--- src/rtl/load_store_unit_pkg.sv ---
// Shared types and default widths for the load/store unit.
package lsu_pkg;

  localparam int ADDR_W    = 8;
  localparam int DATA_W    = 8;
  localparam int LEN_W     = 4;
  localparam int MEM_DEPTH = 1 << ADDR_W;

  typedef enum logic [1:0] {
    IDLE  = 2'd0,
    STORE = 2'd1,
    LOAD  = 2'd2
  } lsu_state_t;

endpackage

--- src/rtl/load_store_unit_if.sv ---
// Request/response bus between the execute stage (master) and the load/store unit (slave).
interface load_store_unit_if
  import lsu_pkg::*;
();

  // A beat transfers on a rising clock edge where valid && ready; the sender
  // holds valid and its payload stable until that edge.
  logic              req_valid;
  logic              req_ready;
  logic              req_write;
  logic [ADDR_W-1:0] req_addr;
  logic [DATA_W-1:0] req_wdata;
  logic [LEN_W-1:0]  req_len;
  logic              resp_valid;
  logic              resp_ready;
  logic [DATA_W-1:0] resp_data;
  logic              resp_last;
  logic              store_done;

  modport master (
    output req_valid, req_write, req_addr, req_wdata, req_len, resp_ready,
    input  req_ready, resp_valid, resp_data, resp_last, store_done
  );

  modport slave (
    input  req_valid, req_write, req_addr, req_wdata, req_len, resp_ready,
    output req_ready, resp_valid, resp_data, resp_last, store_done
  );

endinterface

--- src/rtl/load_store_unit.sv ---
// Memory-access stage driving a 256x8 data memory: memset-style store bursts, registered load bursts.
// Optional LSU_FAULT_EN adds a fault pulse for requests that would run past the top of memory.
module load_store_unit
  import lsu_pkg::*;
(
    input  logic                clk,
    input  logic                rst_n,
    load_store_unit_if.slave    bus,
    output logic                mem_wen,
    output logic [ADDR_W-1:0]   mem_addr,
    output logic [DATA_W-1:0]   mem_wdata,
    input  logic [DATA_W-1:0]   mem_rdata,
    output lsu_state_t          dbg_state
`ifdef LSU_FAULT_EN
    ,
    output logic                fault
`endif
);

    localparam logic [ADDR_W-1:0] ADDR_ONE = 1;
    localparam logic [LEN_W-1:0]  CNT_ONE  = 1;

    lsu_state_t        state_q, state_d;
    logic [ADDR_W-1:0] addr_q, addr_d;
    logic [DATA_W-1:0] wdata_q, wdata_d;
    logic [LEN_W-1:0]  cnt_q, cnt_d;
    logic              resp_valid_q, resp_valid_d;
    logic [DATA_W-1:0] resp_data_q, resp_data_d;
    logic              resp_last_q, resp_last_d;
    logic              store_done_q, store_done_d;
    logic              req_ready;
    logic              range_fault;

`ifdef LSU_FAULT_EN
    logic              fault_q, fault_d;
    logic [ADDR_W:0]   end_addr;

    // Carry out of start+len means the burst would cross the top of memory.
    assign end_addr    = {1'b0, bus.req_addr} + {{(ADDR_W + 1 - LEN_W){1'b0}}, bus.req_len};
    assign range_fault = end_addr[ADDR_W];
`else
    assign range_fault = 1'b0;
`endif

    always_comb begin
        state_d      = state_q;
        addr_d       = addr_q;
        wdata_d      = wdata_q;
        cnt_d        = cnt_q;
        resp_valid_d = resp_valid_q & ~bus.resp_ready;
        resp_data_d  = resp_data_q;
        resp_last_d  = resp_last_q;
        store_done_d = 1'b0;
        req_ready    = 1'b0;
`ifdef LSU_FAULT_EN
        fault_d      = 1'b0;
`endif
        case (state_q)
            IDLE: begin
                req_ready = ~resp_valid_q;
                if (bus.req_valid && req_ready) begin
                    if (range_fault) begin
`ifdef LSU_FAULT_EN
                        fault_d = 1'b1;
`endif
                    end else begin
                        addr_d  = bus.req_addr;
                        wdata_d = bus.req_wdata;
                        cnt_d   = bus.req_len;
                        state_d = bus.req_write ? STORE : LOAD;
                    end
                end
            end
            STORE: begin
                addr_d = addr_q + ADDR_ONE;
                cnt_d  = cnt_q - CNT_ONE;
                if (cnt_q == '0) begin
                    state_d      = IDLE;
                    store_done_d = 1'b1;
                end
            end
            LOAD: begin
                // The response register doubles as the only buffer, so a beat only
                // advances when it is empty or being drained this cycle.
                if (!resp_valid_q || bus.resp_ready) begin
                    resp_valid_d = 1'b1;
                    resp_data_d  = mem_rdata;
                    resp_last_d  = (cnt_q == '0);
                    addr_d       = addr_q + ADDR_ONE;
                    cnt_d        = cnt_q - CNT_ONE;
                    if (cnt_q == '0) state_d = IDLE;
                end
            end
            default: state_d = IDLE;
        endcase
    end

    always_ff @(posedge clk or negedge rst_n) begin
        if (!rst_n) begin
            state_q      <= IDLE;
            addr_q       <= '0;
            wdata_q      <= '0;
            cnt_q        <= '0;
            resp_valid_q <= 1'b0;
            resp_data_q  <= '0;
            resp_last_q  <= 1'b0;
            store_done_q <= 1'b0;
`ifdef LSU_FAULT_EN
            fault_q      <= 1'b0;
`endif
        end else begin
            state_q      <= state_d;
            addr_q       <= addr_d;
            wdata_q      <= wdata_d;
            cnt_q        <= cnt_d;
            resp_valid_q <= resp_valid_d;
            resp_data_q  <= resp_data_d;
            resp_last_q  <= resp_last_d;
            store_done_q <= store_done_d;
`ifdef LSU_FAULT_EN
            fault_q      <= fault_d;
`endif
        end
    end

    // Write enable decodes straight from state so reset drops it without waiting for a clock.
    assign mem_wen        = (state_q == STORE);
    assign mem_addr       = addr_q;
    assign mem_wdata      = wdata_q;
    assign dbg_state      = state_q;
    assign bus.req_ready  = req_ready;
    assign bus.resp_valid = resp_valid_q;
    assign bus.resp_data  = resp_data_q;
    assign bus.resp_last  = resp_last_q;
    assign bus.store_done = store_done_q;
`ifdef LSU_FAULT_EN
    assign fault          = fault_q;
`endif

endmodule

--- src/flat_wrapper.sv ---
// flat-port wrapper written by rule: the top's interface ports become plain ports
module load_store_unit_flat import lsu_pkg::*;
  (clk, rst_n, mem_wen, mem_addr, mem_wdata, mem_rdata, dbg_state, bus_req_valid, bus_req_write, bus_req_addr, bus_req_wdata, bus_req_len, bus_resp_ready, bus_req_ready, bus_resp_valid, bus_resp_data, bus_resp_last, bus_store_done);
  load_store_unit_if bus_i ();
  input  logic clk;
  input  logic rst_n;
  output logic mem_wen;
  output logic [ADDR_W-1:0] mem_addr;
  output logic [DATA_W-1:0] mem_wdata;
  input  logic [DATA_W-1:0] mem_rdata;
  output lsu_state_t dbg_state;
  input wire logic [$bits(bus_i.req_valid)-1:0] bus_req_valid;
  input wire logic [$bits(bus_i.req_write)-1:0] bus_req_write;
  input wire logic [$bits(bus_i.req_addr)-1:0] bus_req_addr;
  input wire logic [$bits(bus_i.req_wdata)-1:0] bus_req_wdata;
  input wire logic [$bits(bus_i.req_len)-1:0] bus_req_len;
  input wire logic [$bits(bus_i.resp_ready)-1:0] bus_resp_ready;
  output wire logic [$bits(bus_i.req_ready)-1:0] bus_req_ready;
  output wire logic [$bits(bus_i.resp_valid)-1:0] bus_resp_valid;
  output wire logic [$bits(bus_i.resp_data)-1:0] bus_resp_data;
  output wire logic [$bits(bus_i.resp_last)-1:0] bus_resp_last;
  output wire logic [$bits(bus_i.store_done)-1:0] bus_store_done;
  assign bus_i.req_valid = bus_req_valid;
  assign bus_i.req_write = bus_req_write;
  assign bus_i.req_addr = bus_req_addr;
  assign bus_i.req_wdata = bus_req_wdata;
  assign bus_i.req_len = bus_req_len;
  assign bus_i.resp_ready = bus_resp_ready;
  assign bus_req_ready = bus_i.req_ready;
  assign bus_resp_valid = bus_i.resp_valid;
  assign bus_resp_data = bus_i.resp_data;
  assign bus_resp_last = bus_i.resp_last;
  assign bus_store_done = bus_i.store_done;
  load_store_unit u_core (.clk(clk), .rst_n(rst_n), .bus(bus_i), .mem_wen(mem_wen), .mem_addr(mem_addr), .mem_wdata(mem_wdata), .mem_rdata(mem_rdata), .dbg_state(dbg_state));
endmodule
--- config.mk ---
export PLATFORM = sky130hd
export DESIGN_NAME = load_store_unit_flat
export DESIGN_NICKNAME = d
export VERILOG_FILES = /design/src/rtl/load_store_unit_pkg.sv /design/src/rtl/load_store_unit_if.sv /design/src/rtl/load_store_unit.sv /design/src/flat_wrapper.sv
export SDC_FILE = /design/constraint.sdc
export NUM_CORES = 1
export LEC_CHECK = 0
export CORE_MARGIN = 2
export CORE_UTILIZATION = 43
export DETAILED_ROUTE_END_ITERATION = 8
export GPL_TIMING_DRIVEN = 0
export PLACE_DENSITY = 0.83
export SLEW_MARGIN = 40
export SYNTH_ARGS = -nofsm -noshare
export SYNTH_HDL_FRONTEND = slang
export SYNTH_SLANG_ARGS = --single-unit
--- constraint.sdc ---
create_clock -name clk -period 2.4 [get_ports clk]
set_clock_uncertainty 0.2 [all_clocks]
set_input_delay 0.24 -clock clk [delete_from_list [all_inputs] [get_ports clk]]
set_output_delay 0.24 -clock clk [all_outputs]
set_load 0.01 [all_outputs]
==> results of run 1 <==
## cells by family after synthesis
family	synth area share
flip-flops	0.5034
AND/OR/NAND/NOR	0.1884
multiplexers	0.1411
buffers and inverters	0.03889
AO/OA/AOI/OAI	0.08238
adder cells (fa/ha/maj)	0.04577
## final cells by class
| class | instances | area [um2] | area share |
|---|---|---|---|
| Tap cell | 48 | 60.06 | 0.02422 |
| Clock inverter | 1 | 30.03 | 0.01211 |
| Buffer | 4 | 41.29 | 0.01665 |
| Timing Repair Buffer | 65 | 663.1 | 0.2674 |
| Sequential cell | 33 | 825.8 | 0.3330 |
| Inverter | 6 | 22.52 | 0.009082 |
| Clock buffer | 7 | 86.33 | 0.03481 |
| Multi-Input combinational cell | 100 | 750.7 | 0.3027 |
## final timing paths
kind / startpoint / to / slack [ns] / depth (start not counted)
worst min register to register: u_core.mem_wdata[3] / u_core.mem_wdata[3] / 0.31 / 1
max in group asynchronous: rst_n / u_core.bus.resp_valid / 1.38 / 3
min in group clk: u_core.mem_wdata[3] / u_core.mem_wdata[3] / 0.31 / 1
worst min-delay path: rst_n / u_core.mem_addr[2] / 0.19 / 2
worst max-delay path: u_core.dbg_state[1] / bus_req_ready / 0.17 / 4
worst max register to register: u_core.dbg_state[0] / u_core.mem_addr[5] / 0.43 / 5
## worst max-delay path, delay by kind of cell (launching register included)
kind	cells	cell delay, ns
simple gates	1	0.18
fa+ha+maj	1	0.23
flops	1	0.42
buf+inv	2	0.68
## sequential cells by signal, summed over array words and instances, names as in the netlist
name / count
u_core.bus.store_done: 1
u_core.mem_wdata: 8
u_core.dbg_state: 2
u_core.bus.resp_last: 1
u_core.bus.resp_data: 8
u_core.mem_addr: 8
u_core.bus.resp_valid: 1
u_core.cnt_q: 4
## cell usage after synthesis (2+ instances only)
library cell / n / area [um2]
a21oi_1: 5 / 25.02
and4_2: 4 / 40.04
buf_6: 2 / 22.52
dfrtp_1: 33 / 825.8
ha_1: 6 / 75.07
inv_1: 6 / 22.52
mux2_2: 17 / 191.4
mux2i_1: 4 / 40.04
nand2_1: 6 / 22.52
nand2b_1: 6 / 37.54
nand3_1: 3 / 15.01
nand3b_1: 2 / 15.01
nor2_1: 10 / 37.54
nor3_1: 10 / 50.05
nor3b_1: 2 / 15.01
o211a_1: 2 / 20.02
o21ai_0: 4 / 20.02
o221a_2: 2 / 22.52
o22ai_1: 4 / 25.02
## power groups by stage
stage          Sequential [mW]  Combinational [mW]  Clock, mW
2_1_floorplan             1.15                1.03          0
3_3_place_gp              1.06                1.90          0
3_5_place_dp              1.08                1.93          0
4_1_cts                   1.07                1.95      0.554
5_1_grt                   1.11                2.12      0.585
6_report                  1.07                1.94      0.539
## per-stage QoR
| step | hold WS, ns | cell area, um2 | power, mW |
|---|---|---|---|
| 2_1_floorplan | -0.2556 | 1640 | 2.182 |
| 5_1_grt | 0.2178 | 2480 | 3.819 |
| 6_report | 0.1931 | 2480 | 3.547 |
| 3_5_place_dp | -0.02286 | 2354 | 3.008 |
| 4_1_cts | 0.1969 | 2480 | 3.572 |
| 3_3_place_gp | 0.2863 | 2331 | 2.957 |
## per-layer routing
| metal | track usage | share of wire | routed length, um | vias up |
|---|---|---|---|---|
| met5 | 0 | 0 | 0 | - |
| met4 | 0.04688 | 0.0092 | 35 | 0 |
| met3 | 0.1010 | 0.12 | 452 | 5 |
| met2 | 0.3056 | 0.44 | 1655 | 68 |
| met1 | 0.2550 | 0.43 | 1648 | 644 |
| li1 | - | - | - | 661 |
## repair_timing
| item | 4_1_cts | 5_1_grt |
|---|---|---|
| hold buffers | 1 | 0 |
| setup endpoints to repair | 0 | 0 |
| setup buffers | 0 | 0 |
| endpoints found under the hold margin | 33 | 0 |
==> impl_metrics.tcl, run 1 <==
set metrics [dict create \
    async_flop_share 1.000 \
    cpMaxStageDelayCell "clkdlybuf4s50_1" \
    grt_max_degree 21 \
    p_seq_frac 0.302 \
    mappedNetlistArea_mm2 0.001640 \
    tightest_slew_ns 0.3888 \
    die_h_um 65.77 \
    post-place-ws_ns 0.4686 \
    intPower_mw 2.266 \
    setup_viol 0 \
    drive_gt1_frac 0.1759 \
    drc 0 \
    slowest_delay_ns 0.56 \
    avgSynthCellArea_um2 11.47 \
    antenna_found_initial 0 \
    wire_per_inst_um 14.36 \
    ys_warn_count 0 \
    cp_max_fo 5 \
    crit_arrival_ns 1.79 \
    grt_pass1_vias 1406 \
    initial_core_util 0.4481 \
    combPwrFrac 0.546 \
    cts-buffers-inserted 5 \
    routed_wl_mm 3.791 \
    crit_chain "inv_1, ha_1, and2b_1, clkdlybuf4s50_1" \
    cts_htree_levels 2 \
    synth-edff-count 0 \
    cts-root-buf "clkbuf_8" \
    mostFrequentLayoutCell "clkdlybuf4s50_1" \
    ir_drop_mv 0.7988 \
    cts_buffer_depth 2 \
    ys.flop_type "dfrtp_1" \
    slew-limit-headroom 0.7381 \
    final_max_slew_viol_count 0 \
    synth_cells 143 \
    dp.cells 255 \
    cts-resized-gates 0 \
    p_leak_nw 1.060 \
    syn-num-nets 182 \
    ant_nets 0 \
    synth_cell_type_count 34 \
    final_cell_mix "clkdlybuf4s50_1, dfrtp_1, mux2_2, nor2_1, nor3_1" \
    tns_ns 0 \
    insertion_delay_ns 0.28 \
    vias_per_cell 5.220 \
    yosysSeqAreaShare 0.5034 \
    fp-row-count 22 \
    nets 254 \
    fin_crit_ns 2.232 \
    endpoint_kind "output pin" \
    outcome "finished clean" \
    grt_overflow 0 \
    drt-pass1-iter-count 4 \
    coreArea_mm2 0.003661 \
    die_area_mm2 0.004325 \
    dr_total_vias 1378 \
    cts.sinks 33 \
    clkTransAtPathRegs_ns 0.07 \
    io_buffers 63 \
    grt_usage 0.2009 \
    clock_power_share 0.152 \
    final_cells 264 \
    required_ns 1.96 \
    fin_util 0.6774 \
    num_io_pins 64 \
    power_density_mw_per_mm2 1430 \
    place_congestion 0.7736 \
    worst_setup_path_start_kind "flip-flop" \
    place_hpwl_mm 2.814 \
    critPathKind "flip-flop to output pin" \
    power.switching_mw 1.280 \
    timing.fmax_ghz 0.4480 \
    grt_pass1_wl_mm 6.548 \
    finalHoldViolations 0 \
    fillerInstances 267 \
    drt_iter0_drc 115 \
    ys_ff_latch 33 \
    rsz0062_at_grt "no" \
    syn_to_final_growth_pct 51.18 \
    insertedDiodeCount 0 \
    post-route-period-util 0.9301 \
    fp.dieW_um 65.77 \
    hold_class "primary input to asynchronous set/reset pin" \
    switching_share 0.3610 \
    setup_ws_ns 0.1678 \
    max_cap_violations 0 \
    cts_tree "built" \
]
No activity file was read; power rests on OpenSTA's default activity.
==> inputs of run 2 (changes only) <==
--- a/config.mk
+++ b/config.mk
@@ -7,6 +7,7 @@
 export LEC_CHECK = 0
 export CORE_MARGIN = 2
 export CORE_UTILIZATION = 43
+export CTS_CLUSTER_DIAMETER = 120
 export DETAILED_ROUTE_END_ITERATION = 8
 export GPL_TIMING_DRIVEN = 0
 export PLACE_DENSITY = 0.83
==> results of run 2 <==
Same layout as run 1: the final DEF is identical, and so are final timing and power.
